`config.mk`:
```
export PLATFORM = sky130hd
export DESIGN_NAME = signal_delay_ctrl
export DESIGN_NICKNAME = d
export VERILOG_FILES = /design/src/rtl/signal_delay_pkg.sv /design/src/rtl/signal_delay_ctrl.sv
export SDC_FILE = /design/constraint.sdc
export NUM_CORES = 1
export LEC_CHECK = 0
export CORE_UTILIZATION = 30
export CTS_BUF_LIST = sky130_fd_sc_hd__clkbuf_4
export DETAILED_ROUTE_END_ITERATION = 16
export PLACE_DENSITY = 0.51
export RECOVER_POWER = 100
export SLEW_MARGIN = 20
export SYNTH_ARGS = -nofsm -noshare
export SYNTH_HDL_FRONTEND = slang
export SYNTH_SLANG_ARGS = --single-unit
```
`constraint.sdc`:
```
create_clock -name clk -period 1.8 [get_ports clk]
set_input_delay 0.54 -clock clk [delete_from_list [all_inputs] [get_ports clk]]
set_output_delay 0.54 -clock clk [all_outputs]
set_load 0.005 [all_outputs]
```
`src/rtl/signal_delay_pkg.sv`:
```
// Shared types and constants for the signal delay sequencer.
// Imported by the controller and its bench.
package signal_delay_pkg;

  localparam int DW_DEF = 4;
  localparam int DRAIN_MARGIN = 2;

  typedef enum logic [2:0] {
    IDLE,
    RUN,
    DRAIN,
    APPLY,
    SETTLE
  } state_e;

endpackage

```
`src/rtl/signal_delay_ctrl.sv`:
```
// Sequencer owning signal_delayer's inputs: drains the line
// before a delay change, then applies it and settles.
module signal_delay_ctrl
  import signal_delay_pkg::*;
#(
  parameter int            DW         = DW_DEF,
  parameter logic [DW-1:0] RST_DELAY  = '0,
  parameter int            SETTLE_CYC = 2
) (
  input  logic          clk,
  input  logic          rstn,
  input  logic          en,
  input  logic          sig_in,
  input  logic          cfg_valid,
  input  logic [DW-1:0] cfg_delay,
  output logic          cfg_ready,
  output logic          dly_sig_in,
  output logic [DW-1:0] dly_delay_value,
  output logic          cfg_done,
  output logic          busy,
  output logic          gated
);

  localparam logic [DW:0] DONE_D = (DW+1)'(1);
  localparam logic [DW:0] MARGIN = (DW+1)'(DRAIN_MARGIN);
  localparam logic [3:0]  SET_N  = 4'(SETTLE_CYC);
  localparam logic [3:0]  DONE_S = 4'd1;

  state_e        state_q, state_d;
  logic [DW-1:0] pend_q, pend_d;
  logic          pv_q, pv_d;
  logic [DW:0]   dcnt_q, dcnt_d;
  logic [3:0]    scnt_q, scnt_d;
  logic [DW-1:0] dly_q, dly_d;
  logic          done_q, done_d;
  logic          ready_q, dsi_q;
  logic          busy_q, gated_q;
  logic          hs, busy_d;
  logic [DW:0]   drain_n;

  assign hs = cfg_valid & ready_q;
  assign drain_n = {1'b0, dly_q} + MARGIN;

  always_comb begin
    state_d = state_q;
    pend_d  = pend_q;
    pv_d    = pv_q;
    dcnt_d  = dcnt_q;
    scnt_d  = scnt_q;
    dly_d   = dly_q;
    done_d  = 1'b0;
    if (hs) pend_d = cfg_delay;
    unique case (state_q)
      IDLE: begin
        if (hs) begin
          state_d = APPLY;
          pv_d    = 1'b1;
        end else if (en) begin
          state_d = RUN;
        end
      end
      RUN: begin
        if (hs && cfg_delay == dly_q) begin
          done_d = 1'b1;
        end else if (hs) begin
          state_d = DRAIN;
          pv_d    = 1'b1;
          dcnt_d  = drain_n;
        end else if (!en) begin
          state_d = DRAIN;
          pv_d    = 1'b0;
          dcnt_d  = drain_n;
        end
      end
      DRAIN: begin
        if (dcnt_q <= DONE_D) begin
          state_d = pv_q ? APPLY : IDLE;
        end else begin
          dcnt_d = dcnt_q - DONE_D;
        end
      end
      APPLY: begin
        state_d = SETTLE;
        dly_d   = pend_q;
        done_d  = 1'b1;
        pv_d    = 1'b0;
        scnt_d  = SET_N;
      end
      SETTLE: begin
        if (scnt_q <= DONE_S) begin
          state_d = en ? RUN : IDLE;
        end else begin
          scnt_d = scnt_q - DONE_S;
        end
      end
      default: state_d = IDLE;
    endcase
  end

  // outputs are registered from the next state
  assign busy_d = (state_d == DRAIN) ||
                  (state_d == APPLY) ||
                  (state_d == SETTLE);

  always_ff @(posedge clk or negedge rstn) begin
    if (!rstn) begin
      state_q <= IDLE;
      pend_q  <= '0;
      pv_q    <= 1'b0;
      dcnt_q  <= '0;
      scnt_q  <= '0;
      dly_q   <= RST_DELAY;
      done_q  <= 1'b0;
      ready_q <= 1'b0;
      dsi_q   <= 1'b0;
      busy_q  <= 1'b0;
      gated_q <= 1'b0;
    end else begin
      state_q <= state_d;
      pend_q  <= pend_d;
      pv_q    <= pv_d;
      dcnt_q  <= dcnt_d;
      scnt_q  <= scnt_d;
      dly_q   <= dly_d;
      done_q  <= done_d;
      ready_q <= !busy_d;
      dsi_q   <= (state_d == RUN) & sig_in;
      busy_q  <= busy_d;
      gated_q <= busy_d & en;
    end
  end

  assign cfg_ready       = ready_q;
  assign dly_sig_in      = dsi_q;
  assign dly_delay_value = dly_q;
  assign cfg_done        = done_q;
  assign busy            = busy_q;
  assign gated           = gated_q;

endmodule

```
# Yosys cells after proc, flatten, opt, wreduce, memory -nomap -nowiden
# Index checks and enable logic that the tools add are counted.
# word_totals
register_bits	26
in_bits	9
out_inout_bits	9
word_cells	68
# classes
n_addsub	3
magnitude_cmp	2
eq_ne	14
muxes	24
bitwise	3
reduce_logical	11
# op_table
cell	n
3-bit 2-to-1 mux	7
5-bit 2-to-1 mux	4
3-bit case mux with 5 select lines	1
3-bit by 2-bit equality test with 1-bit output, second input constant	4
5-bit case mux with 2 select lines	1
2-bit != test, second input constant	4
4-bit case mux with 2 select lines	1
4-bit AND reduction	2
3-bit by 1-bit equality test with 1-bit output, second input constant	2
3-bit equality test, second input constant	2
1-bit 2-to-1 mux	6
4-bit by 2-bit adder with 5-bit output, second input constant	1
5-bit by 1-bit <= comparator with 1-bit output, second input constant	1
5-bit by 1-bit subtractor with 5-bit output, second input constant	1
4-bit equality test	1
4-bit by 1-bit <= comparator with 1-bit output, second input constant	1
4-bit 2-to-1 mux	1
2-bit nonzero test	2
4-bit by 1-bit subtractor with 4-bit output, second input constant	1
1-bit bitwise AND	3
3-bit logical NOT	1
3-bit != test, second input constant	1
1-bit case mux with 3 select lines	1
3-bit nonzero test	1
6 further kinds	7

# Longest topological paths before layout
# Gate-level depths: netlist (run 1).
# depth
depth_word	8
mapped_depth	7
depth_no_buf	7

# Worst setup path after synthesis (run 1)
# Ideal clock, no wire load.
# synth_path
kind	input to register
from	in cfg_delay[1]
to	reg dcnt_q[2]
setup_ps	125
t_arrival_ps	1780
t_required_ps	1675
path_slack_ps	-105
cell_stages	5
path_buffers	0
path_cell_list	xor2_1 -> nor4_4 -> a31oi_4 -> o21ai_4 -> mux2_4
# synth_between
elab_chain_cells	4
# synth_rtl
element	line_no	source
start: declaration	signal_delay_ctrl.sv:15	input logic [DW-1:0] cfg_delay,
4-bit equality test	signal_delay_ctrl.sv:63	if (hs && cfg_delay == dly_q) begin
1-bit logical AND	signal_delay_ctrl.sv:63	
2-bit != test (no line)	-	
4-bit AND reduction (no line)	-	
end signal: assignment	signal_delay_ctrl.sv:122	dcnt_q <= dcnt_d;
end: declaration	signal_delay_ctrl.sv:32	logic [DW:0] dcnt_q, dcnt_d;
# No other way between the ends.
# A chain may end at the register's enable or synchronous reset.

# Worst setup path in the final report (run 1)
# layout_path
from	reg dly_q[0] (netlist: dly_delay_value[0])
to	reg dcnt_q[3]
# layout_between
elab_chain_cells	5
word_cells_on_any_way	9
classes_between	add/sub: 1; eq/ne: 2; mux: 4; reduce/logical: 2
# layout_rtl
element	line_no	source
start: declaration	signal_delay_ctrl.sv:34	logic [DW-1:0] dly_q, dly_d;
start signal: assignment	signal_delay_ctrl.sv:124	dly_q <= dly_d;
4-bit by 2-bit adder with 5-bit output	signal_delay_ctrl.sv:42	assign drain_n = {1'b0, dly_q} + MARGIN;
5-bit 2-to-1 mux	signal_delay_ctrl.sv:69	end else if (!en) begin
5-bit 2-to-1 mux	signal_delay_ctrl.sv:65	end else if (hs) begin
5-bit 2-to-1 mux	signal_delay_ctrl.sv:63	
5-bit case mux with 2 select lines	signal_delay_ctrl.sv:53	unique case (state_q)
# Parallel ways exist; a longest one is shown, timed or not. The select of a mux whose other input is x is not followed.

==> flow_metrics.py, run 1 <==
metrics = {
    "timing": {
        "max_slew_margin": 0.555,
        "worstMarginPinSlew_ns": 0.668,
        "hold_violations": 0,
        "max_freq_mhz": 537,
        "layout_worst_path_cycle_share": 1.03,
        "fin_ws_ns": -0.0628,
        "report.final.slew_viol_count": 0,
        "min_period_ns": 1.86,
        "finalClockSkew_ns": 0.00921,
        "rsz0062_at_grt": "true",
        "setup_viol": 4,
    },
    "detailed_routing": {
        "drc": 0,
        "drt_wl_total_um": 3450,
        "wl_met3_um": 63,
        "routed.top_layer": "met4",
        "via_count": 1208,
        "routed_via_density": 4.56,
        "drtIter0Drc": 50,
        "wl_met1_um": 1600,
        "ant_nets": 0,
        "dr_wl_met2_um": 1760,
        "avgRoutedWirePerCell_um": 13.0,
        "first_pass_iters": 4,
    },
    "critical_path": {
        "slowest_stage": "dfrtp_1",
        "reg2reg_to": "dcnt_q[3]",
        "cp-start-kind": "flip-flop",
        "worst-r2r-setup-slack_ns": -0.06,
        "worstPathRequired_ns": 2.03,
        "crit_end": "dcnt_q[3]",
        "critPathKind": "reg2reg",
        "crit_family": "flip-flops",
        "crit_fanout": 4,
        "startpoint": "dly_delay_value[0]",
        "timing.rr.start": "dly_delay_value[0]",
        "crit_cells": 7,
        "critPathArrivalTime_ns": 2.09,
        "end_kind": "flip-flop",
        "worst-path-buf-inv": 2,
        "reg2reg_depth": 7,
        "slowest_delay_ns": 0.42,
        "path_cells": "buf_6 -> xor2_2 -> nor4_4 -> buf_4 -> a31oi_4 -> o21ai_4 -> mux2_4",
    },
    "layout": {
        "area_delta_synth_final_pct": 42.0,
        "n_fill_cell": 450,
        "antenna_cells": 0,
        "multi_input_area_um2": 845,
        "drive_above_1_share": 0.348,
        "nNetsFinal": 213,
        "fin_util": 0.442,
        "stdcell_count": 265,
        "finish.instance_area_um2": 2090,
        "seq_area_um2": 651,
    },
    "placement": {
        "numPortBuffers": 17,
        "placed_area_um2": 1920,
        "place_congestion": 0.778,
        "post-dp-hpwl_um": 2540,
        "dp.cells": 252,
    },
    "run_status": {
        "outcome": "finished with violations",
        "violations": "negative setup slack",
    },
    "synth": {
        "netlist.area_leader.share": 0.443,
        "yosys_warnings": 0,
        "synthArstFlopShare": 1.00,
        "synth_area_leaders": "dfrtp_1 44%, nand2_1 5.6%, ha_1 4.3%, nor2_1 3.6%, xor2_1 3.6%",
        "synth_top_area_cell": "dfrtp_1",
        "synth_edf_count": 0,
        "syn_area_um2": 1470,
        "avgSynthCellArea_um2": 10.3,
        "yosys-top-cells-count": "26 x dfrtp_1, 22 x nand2_1, 14 x nor2_1",
        "syn-num-nets": 157,
        "synth_seq_area_share": 0.443,
        "yosysMostFrequentCell": "dfrtp_1",
        "ys_seq_elements": 26,
        "synthCells": 143,
        "synth-main-ff-cell": "dfrtp_1",
        "yosysUniqueCellTypes": 43,
    },
    "global_routing": {
        "grt_max_degree": 27,
        "antenna_found_initial": 0,
        "grt_pass1_wl_um": 5950,
        "grt.overflow.total": 0,
        "grt_pass1_vias": 1280,
        "grtUsageTotal": 0.149,
    },
    "die": {
        "fp.dieH_um": 72.0,
        "dieArea_um2": 5180,
        "core_um2": 4720,
        "initial_core_util": 0.311,
        "rows": 25,
        "chipWidth_um": 72.0,
        "ios": 18,
    },
    "power": {
        "powerDensity_nw_per_um2": 1740,
        "peakVddDrop_mv": 0.590,
        "finalPower_uw": 3640,
        "leakagePower_uw": 0.000966,
    },
    "clock_tree": {
        "clk_pin_slew_ns": 0.14,
        "postCtsHoldBufs": 0,
        "cts_buffers": 3,
        "cts.sinks": 26,
        "h-tree-depth": 1,
        "cts_tree": "done",
        "clock_insertion_delay_worst_skew_ns": 0.32,
        "cts-root-buf": "clkbuf_4",
        "cts.path.max_buffers": 2,
    },
    "flow_run": {
        "cap_violations": 0,
    },
    "min_path": {
        "hp-class": "reg2reg",
        "min_path_cells": 2,
    },
}
layout make-up:
cell class	count	area share
multi-input combinational	104	0.404
tap	67	0.0401
clock inverter	1	0.00180
inverter	8	0.0144
sequential	26	0.312
timing repair buffer	56	0.217
clock buffer	3	0.0108
where the power goes:
part,leakage [uW],internal [uW],switching [uW]
registers,0.000322,853,176
clock network,0.0000154,81.2,173
logic,0.000629,1250,1110
through the flow:
stage / hold WS [ns] / setup TNS, ns / setup slack (ns)
2_1_floorplan: 0.244 / -0.153 / -0.0763
3_3_place_gp: 0.445 / -6.74 / -0.581
3_5_place_dp: 0.456 / -6.97 / -0.605
4_1_cts: 0.487 / -0.235 / -0.0793
5_1_grt: 0.515 / -1.00 / -0.147
6_report: 0.482 / -0.185 / -0.0628
cell usage in the layout (no fill, tap or decap), drive strengths merged, types with 2 or more instances in the layout:
cell type,n
buf,34
mux2i,3
ha,5
a31oi,3
inv,8
clkdlybuf4s50,7
a21oi,4
nand3,2
nand2,22
o21ai,8
nor3,3
dfrtp,26
dlygate4sd2,7
xnor2,3
clkbuf,9
o2bb2ai,2
mux2,6
nor2,14
xor2,6
o211ai,2
o31ai,2
or2,2
worst reg2reg max path, cell delays in order (launching register included):
cell and delay (ns):
dfrtp_1 0.42, buf_6 0.12, xor2_2 0.15, nor4_4 0.28
buf_4 0.19, a31oi_4 0.10, o21ai_4 0.19, mux2_4 0.31
how the worst min path moves through the flow:
stage | start | end | slack [ns]
2_1_floorplan | rstn | busy | 0.24
3_3_place_gp | pend_q[3] | dly_delay_value[3] | 0.45
3_5_place_dp | pend_q[0] | dly_delay_value[0] | 0.46
4_1_cts | pend_q[1] | dly_delay_value[1] | 0.49
5_1_grt | pend_q[2] | dly_delay_value[2] | 0.51
6_report | pend_q[0] | dly_delay_value[0] | 0.48
routing by layer:
metal,vias to the layer above,global-route usage
met2,13,0.267
li1,600,-
met4,0,0.0392
met3,2,0.0208
met1,593,0.187
met5,-,0
state kept, by name, summed over array words and instances, names as in the netlist:
name	flops
cfg_done	1
gated	1
state_q	3
busy	1
dly_delay_value	4
cfg_ready	1
dcnt_q	5
scnt_q	4
pend_q	4
pv_q	1
dly_sig_in	1
cells by family (layout without fill, tap and decap cells):
kind of cell / count (synthesis) / in the layout / synth area share
adders and majority gates: 5 / 5 / 0.0426
AOI/OAI and AO/OA: 29 / 29 / 0.170
and+or+nand+nor: 52 / 52 / 0.177
DFF: 26 / 26 / 0.443
buffers and inverters: 13 / 68 / 0.0426
xor gates and xnor gates: 9 / 9 / 0.0536
muxes: 9 / 9 / 0.0715
timing repair:
| item | 4_1_cts | 5_1_grt |
|---|---|---|
| gates resized for setup | 18 | 14 |
| endpoints found under the setup margin | 16 | 12 |
| setup buffers | 6 | 3 |
| pin swaps | 5 | 9 |
No activity file was read; power rests on OpenSTA's default activity.
==> inputs of run 2 (changes only) <==
--- a/config.mk
+++ b/config.mk
@@ -5,10 +5,13 @@
 export SDC_FILE = /design/constraint.sdc
 export NUM_CORES = 1
 export LEC_CHECK = 0
+export CAP_MARGIN = 20
+export CELL_PAD_IN_SITES_DETAIL_PLACEMENT = 1
+export CELL_PAD_IN_SITES_GLOBAL_PLACEMENT = 1
 export CORE_UTILIZATION = 30
 export CTS_BUF_LIST = sky130_fd_sc_hd__clkbuf_4
 export DETAILED_ROUTE_END_ITERATION = 16
-export PLACE_DENSITY = 0.51
+export PLACE_DENSITY = 0.62
 export RECOVER_POWER = 100
 export SLEW_MARGIN = 20
 export SYNTH_ARGS = -nofsm -noshare
==> flow_metrics.py, run 2 (synthesis results as in run 1) <==
metrics = {
    "critical_path": {
        "crit_family": "compound AO/OA/AOI/OAI gates",
        "end_kind": "flip-flop",
        "path_cells": "inv_2 -> ha_4 -> o21bai_4 -> nand2_1 -> o311a_1 -> o21ai_4 -> mux2_4",
        "crit_fanout": 3,
        "worstPathRequired_ns": 2.03,
        "slowest_stage": "dfrtp_1",
        "critPathArrivalTime_ns": 2.06,
        "critPathKind": "reg2reg",
        "worst-path-buf-inv": 1,
        "slowest_delay_ns": 0.41,
        "cp-start-kind": "flip-flop",
    },
    "timing": {
        "setup_viol": 2,
        "finalClockSkew_ns": 0.00187,
        "rsz0062_at_grt": "true",
        "worstMarginPinSlew_ns": 0.719,
        "fin_ws_ns": -0.0244,
        "setup_tns_ns": -0.0481,
        "max_slew_margin": 0.521,
        "max_freq_mhz": 548,
        "layout_worst_path_cycle_share": 1.01,
        "min_period_ns": 1.82,
        "hold_violations": 0,
        "report.final.slew_viol_count": 0,
    },
    "die": {
        "initial_core_util": 0.311,
        "fp.dieH_um": 72.0,
        "dieArea_um2": 5180,
        "core_um2": 4720,
        "rows": 25,
        "chipWidth_um": 72.0,
        "ios": 18,
    },
    "detailed_routing": {
        "routed_via_density": 4.72,
        "via_count": 1242,
        "first_pass_iters": 4,
        "drt_wl_total_um": 3850,
        "ant_nets": 0,
        "avgRoutedWirePerCell_um": 14.6,
        "drc": 0,
        "drtIter0Drc": 18,
    },
    "global_routing": {
        "globalRouteMet3Util": 0.0167,
        "gr-usage-met1": 0.198,
        "grt_max_degree": 27,
        "grtUsageTotal": 0.166,
        "grt.overflow.total": 0,
        "grt_pass1_vias": 1346,
        "grt_use_met2": 0.310,
        "grt_pass1_wl_um": 6560,
        "antenna_found_initial": 0,
        "globalRoute.busiestLayer": "met2",
    },
    "power": {
        "powerDensity_nw_per_um2": 1750,
        "peakVddDrop_mv": 0.571,
        "leakagePower_uw": 0.000951,
    },
    "clock_tree": {
        "h-tree-depth": 1,
        "postCtsHoldBufs": 0,
        "clock_insertion_delay_worst_skew_ns": 0.33,
        "cts_tree": "done",
        "cts.sinks": 26,
        "clk_pin_slew_ns": 0.14,
        "cts-root-buf": "clkbuf_4",
        "cts_buffers": 3,
        "cts.path.max_buffers": 2,
    },
    "placement": {
        "post-dp-hpwl_um": 2950,
        "place_congestion": 0.942,
        "dp.cells": 252,
        "numPortBuffers": 17,
    },
    "run_status": {
        "violations": "negative setup slack",
        "outcome": "finished with violations",
    },
    "flow_run": {
        "cap_violations": 0,
    },
    "layout": {
        "final_common_cell": "buf_4",
        "drive_above_1_share": 0.347,
        "final_cell_mix": "26 x buf_4, 24 x dfrtp_1, 21 x nand2_1, 13 x nor2_1, 9 x dlygate4sd2_1",
        "largest_register_ffs": 5,
        "top_register": "dcnt_q",
        "area_delta_synth_final_pct": 41.7,
        "fin_util": 0.441,
        "antenna_cells": 0,
        "nNetsFinal": 212,
        "stdcell_count": 263,
    },
    "min_path": {
        "hp-class": "reg2reg",
    },
}
==> run 2: cell count changes in the layout (fill, tap and decap cells not counted), sizes merged <==
cell           change
clkbuf             +3
clkinv             -1
clkdlybuf4s25      -1
buf                -5
dlygate4sd2        +2
==> run 2: area by class of cell <==
type / instances / area, um^2
well taps: 67 / 83.8
flip-flops and latches: 26 / 653
inverters: 8 / 30.0
fillers: 543 / 2640
repair buffers: 55 / 428
clock buffers: 3 / 22.5
multi-input cells: 104 / 866
==> run 2: worst paths after layout <==
check,start,depth (start not counted),slack [ns],end
min in group asynchronous,rstn,2,0.77,dcnt_q[0]
max in group asynchronous,rstn,2,0.53,scnt_q[0]
worst max register to register,dcnt_q[1],7,-0.02,dcnt_q[2]
worst max-delay path,dcnt_q[1],7,-0.02,dcnt_q[2]
worst min-delay path,pend_q[3],2,0.48,dly_delay_value[3]
worst min register to register,pend_q[3],2,0.48,dly_delay_value[3]
==> run 2: per-layer routing <==
metal  routed length, um  vias up
met2                2100        6
met1                1660      632
met4                  55        0
met5                   0        -
li1                    -      599
met3                  35        5
==> run 2: power by group <==
group          leakage (uW)  internal (uW)  switching (uW)
logic              0.000618           1210            1110
registers          0.000320            858             214
clock network     0.0000138           78.7             180
==> run 2: worst min-delay path, stage by stage (launching register included) <==
cell and delay [ns]:
dfrtp_1 0.37, nand2_1 0.05, nand2_1 0.04
==> run 2: metrics by stage <==
stage | hold WS [ns] | power [uW] | cell area (um^2) | setup slack, ns
6_report | 0.478 | 3650 | 2080 | -0.0244
5_1_grt | 0.497 | 3940 | 2080 | -0.0850
4_1_cts | 0.485 | 3560 | 2020 | -0.0935
3_5_place_dp | 0.452 | 3200 | 1920 | -0.611
3_3_place_gp | 0.445 | 3100 | 1920 | -0.564
2_1_floorplan | 0.244 | 2270 | 1480 | -0.0763
==> run 2: repair_timing <==
action	in CTS	in global routing
endpoints found under the setup margin	18	14
gates resized for setup	19	17
buffers inserted	5	4
pin swaps	7	8
